--- config.mk ---
export PLATFORM = sky130hd
export DESIGN_NAME = tcnt_cmp
export DESIGN_NICKNAME = d
export VERILOG_FILES = /design/src/rtl/tcnt_cmp.sv
export SDC_FILE = /design/constraint.sdc
export NUM_CORES = 1
export LEC_CHECK = 0
export ABC_AREA = 1
export CAP_MARGIN = 20
export CORE_MARGIN = 2
export CORE_UTILIZATION = 42
export CTS_BUF_LIST = sky130_fd_sc_hd__clkbuf_8
export CTS_CLUSTER_SIZE = 14
export DETAILED_ROUTE_END_ITERATION = 8
export PLACE_DENSITY = 0.79
export SYNTH_ARGS = -nofsm -noshare
export SYNTH_HDL_FRONTEND = slang
export SYNTH_SLANG_ARGS = --single-unit
export TNS_END_PERCENT = 30
--- constraint.sdc ---
create_clock -name i_clk_sys -period 2.43 [get_ports i_clk_sys]
set_clock_uncertainty 0.15 [all_clocks]
set_input_delay 0.729 -clock i_clk_sys [delete_from_list [all_inputs] [get_ports i_clk_sys]]
set_output_delay 0.729 -clock i_clk_sys [all_outputs]
set_load 0.01 [all_outputs]
--- src/rtl/tcnt_cmp.sv ---
// 8-bit timer counter with 4-bit prescaler, compare-match and overflow flags.
// Optional one-shot halt behaviour is enabled by defining TIMER_ONESHOT_EN.
module tcnt_cmp (
    input  logic       i_clk_sys,
    input  logic       i_rst_n,
    input  logic [7:0] i_tcor,
    input  logic [1:0] i_cks,
    input  logic       i_cclr,
    input  logic       i_cmie,
    input  logic       i_ovie,
    input  logic       i_tcnt_wren,
    input  logic [7:0] i_tcnt_datain,
    input  logic       i_cmf_clr,
    input  logic       i_ovf_clr,
    input  logic       i_oneshot,
    output logic [7:0] o_tcnt,
    output logic       o_cmf,
    output logic       o_ovf,
    output logic       o_irq
);

    logic [3:0] div_q, div_d;
    logic [7:0] tcnt_q, tcnt_d;
    logic       cmf_q, cmf_d;
    logic       ovf_q, ovf_d;
    logic       tick;
    logic       match;
    logic       halted;
    logic       cmf_set;
    logic       ovf_set;

    assign tick = (i_cks == 2'b01)
                | ((i_cks == 2'b10) & (div_q[1:0] == 2'b11))
                | ((i_cks == 2'b11) & (div_q == 4'hF));

    assign match = (tcnt_q == i_tcor);

`ifdef TIMER_ONESHOT_EN
    logic halt_q, halt_d;

    assign halted = halt_q;

    // A set in the same cycle as a clear wins, mirroring the flag behaviour.
    always_comb begin
        halt_d = halt_q;
        if (i_cmf_clr | i_tcnt_wren) begin
            halt_d = 1'b0;
        end
        if (cmf_set & i_oneshot) begin
            halt_d = 1'b1;
        end
    end

    always_ff @(posedge i_clk_sys) begin
        if (!i_rst_n) begin
            halt_q <= 1'b0;
        end else begin
            halt_q <= halt_d;
        end
    end
`else
    logic unused_oneshot;

    assign halted         = 1'b0;
    assign unused_oneshot = i_oneshot;
`endif

    // Software write beats a tick; a clear-by-match from FF is not an overflow.
    always_comb begin
        div_d   = div_q + 4'd1;
        tcnt_d  = tcnt_q;
        cmf_set = 1'b0;
        ovf_set = 1'b0;
        if (i_tcnt_wren) begin
            tcnt_d = i_tcnt_datain;
        end else if (tick & ~halted) begin
            cmf_set = match;
            if (match & i_cclr) begin
                tcnt_d = 8'h00;
            end else begin
                tcnt_d  = tcnt_q + 8'd1;
                ovf_set = (tcnt_q == 8'hFF);
            end
        end
        cmf_d = cmf_set | (cmf_q & ~i_cmf_clr);
        ovf_d = ovf_set | (ovf_q & ~i_ovf_clr);
    end

    always_ff @(posedge i_clk_sys) begin
        if (!i_rst_n) begin
            div_q  <= 4'd0;
            tcnt_q <= 8'h00;
            cmf_q  <= 1'b0;
            ovf_q  <= 1'b0;
        end else begin
            div_q  <= div_d;
            tcnt_q <= tcnt_d;
            cmf_q  <= cmf_d;
            ovf_q  <= ovf_d;
        end
    end

    assign o_tcnt = tcnt_q;
    assign o_cmf  = cmf_q;
    assign o_ovf  = ovf_q;
    assign o_irq  = (cmf_q & i_cmie) | (ovf_q & i_ovie);

endmodule

==> flow_metrics.env, run 1 <==
export IMPL_place_hpwl_um=1700
export IMPL_grt_max_degree=14
export IMPL_cap_violations=0
export IMPL_die_area_um2=2570
export IMPL_yosysSeqAreaShare_pct=30.6
export IMPL_final_area_um2=1350
export IMPL_critical_path_class="in -> out"
export IMPL_wl_per_cell_um=10.9
export IMPL_pwr_share_seq_pct=44.7
export IMPL_post_cts_setup_buffers=0
export IMPL_grt_pass1_wl_um=3660
export IMPL_hold_viol_final=0
export IMPL_fin_ws_ns=0.0735
export IMPL_core_area_um2=2000
export IMPL_clk_path_buf_depth=2
export IMPL_fin_nets=205
export IMPL_drtPass1Iterations=4
export IMPL_place_area_um2=1310
export IMPL_finalCritPeriodShare_pct=97.0
export IMPL_grt_usage_pct=18.0
export IMPL_numCtsBuffers=3
export IMPL_syn_cell_area_um2=916
export IMPL_drive_gt1_share_pct=7.47
export IMPL_start_kind="input pin"
export IMPL_power_density_nw_per_um2=431
export IMPL_netlist_top_cells_area="dfxtp_1 (31%), nand2_1 (12%), inv_1 (11%)"
export IMPL_power_leakage_nw=0.588
export IMPL_first_global_vias=915
export IMPL_cts_sinks=14
export IMPL_setup_worst_path_start="i_cmie"
export IMPL_row_count=16
export IMPL_crit_fanout=1
export IMPL_fmax_mhz=424
export IMPL_routed_via_count=951
export IMPL_ys_types=21
export IMPL_p_switching_mw=0.150
export IMPL_syn_area_per_cell_um2=6.73
export IMPL_swShare_pct=25.8
export IMPL_fp_dieW_um=50.7
export IMPL_antenna_found_initial=0
export IMPL_fin_setup_tns_ns=0
export IMPL_syn_num_nets=165
export IMPL_cts_root_buf="clkbuf_8"
export IMPL_ant_nets=0
export IMPL_worst_pin_slew_ns=0.433
export IMPL_combPwrFrac_pct=23.4
export IMPL_ys_seq_elements=14
export IMPL_setup_viol=0
export IMPL_htree_num_levels=1
export IMPL_yosysTopAreaCellShare_pct=30.6
export IMPL_drt_wl_total_um=2200
export IMPL_syn_to_final_growth_pct=46.9
export IMPL_dr_first_iter_drc_count=14
export IMPL_critPathRequiredTime_ns=1.55
export IMPL_ios=38
export IMPL_n_antenna_cell=0
export IMPL_slew_violations=0
export IMPL_yosysWarningCount=0
export IMPL_n_fill_cell=202
export IMPL_die_h_um=50.7
export IMPL_clkPwrFrac_pct=31.9
export IMPL_status="complete, no violations"
export IMPL_final_common_cell="clkdlybuf4s50_1"
export IMPL_p_int_mw=0.430
export IMPL_cp_end_kind="primary output"
export IMPL_ir_worst_vdd_uv=442
export IMPL_worstPathArrival_ns=1.48
export IMPL_dp_slack_ns=-0.283
export IMPL_clk_pin_slew_ns=0.06
export IMPL_port_buffers=36
export IMPL_clk_latency_ns=0.24
export IMPL_start_util_pct=45.7
export IMPL_hold_class="reg -> reg"
export IMPL_drcViolationCount=0
export IMPL_rsz0062_at_grt="false"
export IMPL_gp_congestion=0.834
export IMPL_timing_rr_start="o_tcnt[0]"
export IMPL_via_per_inst=4.73
export IMPL_cts_tree="built"
export IMPL_grt_ovfl_total=0
export IMPL_hold_path_startpoint="div_q[0]"
export IMPL_slew_headroom_pct=71.1
export IMPL_layout_common_cells="clkdlybuf4s50_1 (35), nand2_1 (30), inv_1 (28)"
export IMPL_yosys_area_top_type="dfxtp_1"
export IMPL_synth_cells=136
export IMPL_fin_crit_ns=2.36
==> kinds of logic after synthesis <==
| family | count (synthesis) | share of synthesized area, % |
|---|---|---|
| xor gates and xnor gates | 11 | 10.5 |
| DFF | 14 | 30.6 |
| buffers and inverters | 30 | 12.4 |
| AOI/OAI and AO/OA | 23 | 14.6 |
| and+or+nand+nor | 56 | 29.1 |
| adders and majority gates | 2 | 2.73 |
==> final timing paths <==
check                                 end  depth (start not counted)  slack, ns
worst max-delay path                o_irq                          3       0.07
worst min-delay path             div_q[0]                          1       0.31
worst max register to register  o_tcnt[6]                          6       0.80
worst min register to register   div_q[0]                          1       0.31
==> layer usage <==
metal / share of wire [%] / global-route usage (%) / vias to the layer above
li1: - / - / 502
met1: 44 / 22.6 / 424
met2: 50 / 33.1 / 23
met3: 5.1 / 3.27 / 2
met4: 0.27 / 1.35 / 0
met5: 0 / 0 / -
==> worst max-delay path: stages <==
cell and delay (ns):
clkdlybuf4s50_1 0.40, a22o_1 0.22, buf_2 0.13
==> final cells by class <==
type	instances	area, µm²	share of cell area [%]
multi-input combinational	92	522	38.8
timing repair buffer	37	363	27.0
sequential	14	280	20.8
inverter	28	105	7.81
clock buffer	3	41.3	3.07
tap	27	33.8	2.51
==> timing repair <==
action,in CTS,in global routing
gates resized for setup,4,0
endpoints found under the hold margin,0,0
hold buffers,0,0
endpoints found under the setup margin,1,0
==> metrics by stage <==
| stage | std cells | total power, mW | hold WS, ns | utilization, % |
|---|---|---|---|---|
| finish | 201 | 0.580 | 0.308 | 67.2 |
| global route | 201 | 0.611 | 0.329 | 67.2 |
| CTS | 201 | 0.584 | 0.312 | 67.2 |
| detailed placement | 198 | 0.400 | 0.299 | 65.4 |
| global placement | 198 | 0.396 | 0.286 | 65.4 |
| floorplan | 136 | 0.326 | 0.268 | - |
==> power by group through the flow <==
stage          clock network [mW]  logic (mW)  registers (mW)
2_1_floorplan                   0      0.0616           0.265
3_3_place_gp                    0       0.133           0.263
3_5_place_dp                    0       0.136           0.264
4_1_cts                     0.188       0.137           0.259
5_1_grt                     0.199       0.151           0.261
6_report                    0.185       0.136           0.259
==> cell usage after synthesis <==
library cell  number
xor2_1             5
clkbuf_1           1
and3_1             1
buf_2              1
a21oi_4            1
nand2_1           30
a22o_1             1
dfxtp_1           14
a21oi_1           10
inv_1             28
nand3_1           13
xnor2_1            6
nor2_2             1
nor3_2             1
ha_1               2
o21ai_0           10
a21oi_2            1
nor2_1             6
nand3_4            1
nand2_2            1
nand3_2            2
==> sequential cells by signal (all words and copies together) (netlist names) <==
| signal | cells |
|---|---|
| div_q | 4 |
| o_cmf | 1 |
| o_ovf | 1 |
| o_tcnt | 8 |
(Power assumes the default switching activity.)
==> run 2: changes to the inputs <==
Settings changed: CTS_CLUSTER_DIAMETER set to 40, GPL_TIMING_DRIVEN set to 0.
==> flow_metrics.env, run 2 (same netlist as run 1, synthesis figures left out) <==
export IMPL_status="complete, no violations"
export IMPL_fp_dieW_um=50.7
export IMPL_first_global_vias=984
export IMPL_die_area_um2=2570
export IMPL_reg2reg_depth=6
export IMPL_crit_fanout=1
export IMPL_drive_gt1_share_pct=8.00
export IMPL_wl_per_cell_um=11.6
export IMPL_via_per_inst=4.90
export IMPL_gp_congestion=0.805
export IMPL_drt_wl_total_um=2340
export IMPL_power_leakage_nw=0.591
export IMPL_drtPass1Iterations=4
export IMPL_critPathRequiredTime_ns=1.55
export IMPL_start_util_pct=45.7
export IMPL_cts_root_buf="clkbuf_8"
export IMPL_start_kind="input pin"
export IMPL_hold_path_startpoint="div_q[0]"
export IMPL_met2_usage_pct=37.7
export IMPL_layout_common_cells="clkdlybuf4s50_1 (34), nand2_1 (30), inv_1 (28)"
export IMPL_crit_path_cell_trace="clkdlybuf4s50_1 > a22o_1 > buf_2"
export IMPL_r2r_slack_ns=0.79
export IMPL_antenna_found_initial=0
export IMPL_fin_crit_ns=2.38
export IMPL_hold_end="div_q[0]"
export IMPL_clk_latency_ns=0.25
export IMPL_hold_viol_final=0
export IMPL_row_count=16
export IMPL_timing_rr_end="o_tcnt[6]"
export IMPL_crit_buf_inv=2
export IMPL_clk_pin_slew_ns=0.06
export IMPL_dp_cells=198
export IMPL_drcViolationCount=0
export IMPL_power_mw=0.626
export IMPL_slew_headroom_pct=66.1
export IMPL_critical_path_top_delay_family="buffers and inverters"
export IMPL_port_buffers=35
export IMPL_htree_num_levels=1
export IMPL_cts_hold_buf=0
export IMPL_critPathMaxStageDelay_ns=0.40
export IMPL_hold_class="reg -> reg"
export IMPL_final_area_um2=1350
export IMPL_grt_use_met3_pct=2.98
export IMPL_fin_setup_tns_ns=0
export IMPL_numCtsBuffers=3
export IMPL_whs_ns=0.317
export IMPL_ant_nets=0
export IMPL_clk_path_buf_depth=2
export IMPL_grt_use_met1_pct=24.0
export IMPL_cap_violations=0
export IMPL_worstPathArrival_ns=1.50
export IMPL_crit_path_top_delay_cell="clkdlybuf4s50_1"
export IMPL_setup_worst_path_start="i_cmie"
export IMPL_fin_nets=205
export IMPL_n_antenna_cell=0
export IMPL_busiest_layer="met2"
export IMPL_fmax_mhz=420
export IMPL_post_cts_setup_buffers=0
export IMPL_core_area_um2=2000
export IMPL_ios=38
export IMPL_min_path_cells=1
export IMPL_fin_util_pct=67.4
export IMPL_dr_first_iter_drc_count=19
export IMPL_grt_pass1_wl_um=4000
export IMPL_critical_path_class="in -> out"
export IMPL_finalCritPeriodShare_pct=98.0
export IMPL_power_density_nw_per_um2=464
export IMPL_setup_viol=0
export IMPL_timing_rr_start="o_tcnt[0]"
export IMPL_ir_worst_vdd_uv=343
export IMPL_worst_pin_slew_ns=0.508
export IMPL_final_cells=202
export IMPL_final_common_cell="clkdlybuf4s50_1"
export IMPL_grt_ovfl_total=0
export IMPL_grt_usage_pct=20.3
export IMPL_largest_reg_flops=8
export IMPL_cp_end_kind="primary output"
export IMPL_grt_max_degree=11
export IMPL_cts_tree="built"
export IMPL_die_h_um=50.7
export IMPL_place_hpwl_um=1760
export IMPL_syn_to_final_growth_pct=47.4
export IMPL_routed_via_count=990
export IMPL_rsz0062_at_grt="false"
export IMPL_fin_ws_ns=0.0478
export IMPL_place_area_um2=1300
export IMPL_dp_slack_ns=-0.320
export IMPL_cts_sinks=14
export IMPL_slew_violations=0
## run 2: changes by cell type in the layout (fill, tap and decap cells not counted)
| cell | before | now |
|---|---|---|
| clkbuf_8 | 3 | 4 |
| clkdlybuf4s50_1 | 35 | 34 |
| buf_2 | 1 | 2 |
| clkbuf_1 | 0 | 1 |
| buf_4 | 1 | 0 |
## run 2: worst max path at each step
stage,end,cells past startpoint
final,o_irq,3
after global routing,o_irq,3
after CTS,o_irq,3
after detailed placement,o_irq,3
after global placement,o_irq,3
after floorplan,o_irq,1
## run 2: where the power goes
part | switching [mW] | total [mW] | internal [mW]
logic | 0.0589 | 0.136 | 0.0770
registers | 0.0176 | 0.260 | 0.242
clock network | 0.0867 | 0.230 | 0.144
total | 0.163 | 0.626 | 0.463
## run 2: layout make-up
class / count / area, µm²
buffer: 2 / 8.76
clock buffer: 4 / 55.1
fill: 181 / 652
inverter: 28 / 105
multi-input combinational: 92 / 522
sequential: 14 / 280
tap: 27 / 33.8
timing repair buffer: 35 / 345
## run 2: timing repair
item | CTS | global route
hold endpoints to repair | 0 | 0
resized for setup | 4 | 0
endpoints found under the setup margin | 1 | 0
## run 2: metal layers
layer	wire, µm	share of wire [%]
met1	1010	43
met2	1160	50
met3	148	6.3
met4	17	0.73
met5	0	0
## run 2: worst reg2reg max path: cells and delay by family, from the launching register on
kind,cells,cell delay [ns]
DFF,1,0.44
xor gates and xnor gates,1,0.18
AOI/OAI and AO/OA,1,0.12
and+or+nand+nor,3,0.42
adders and majority gates,1,0.26
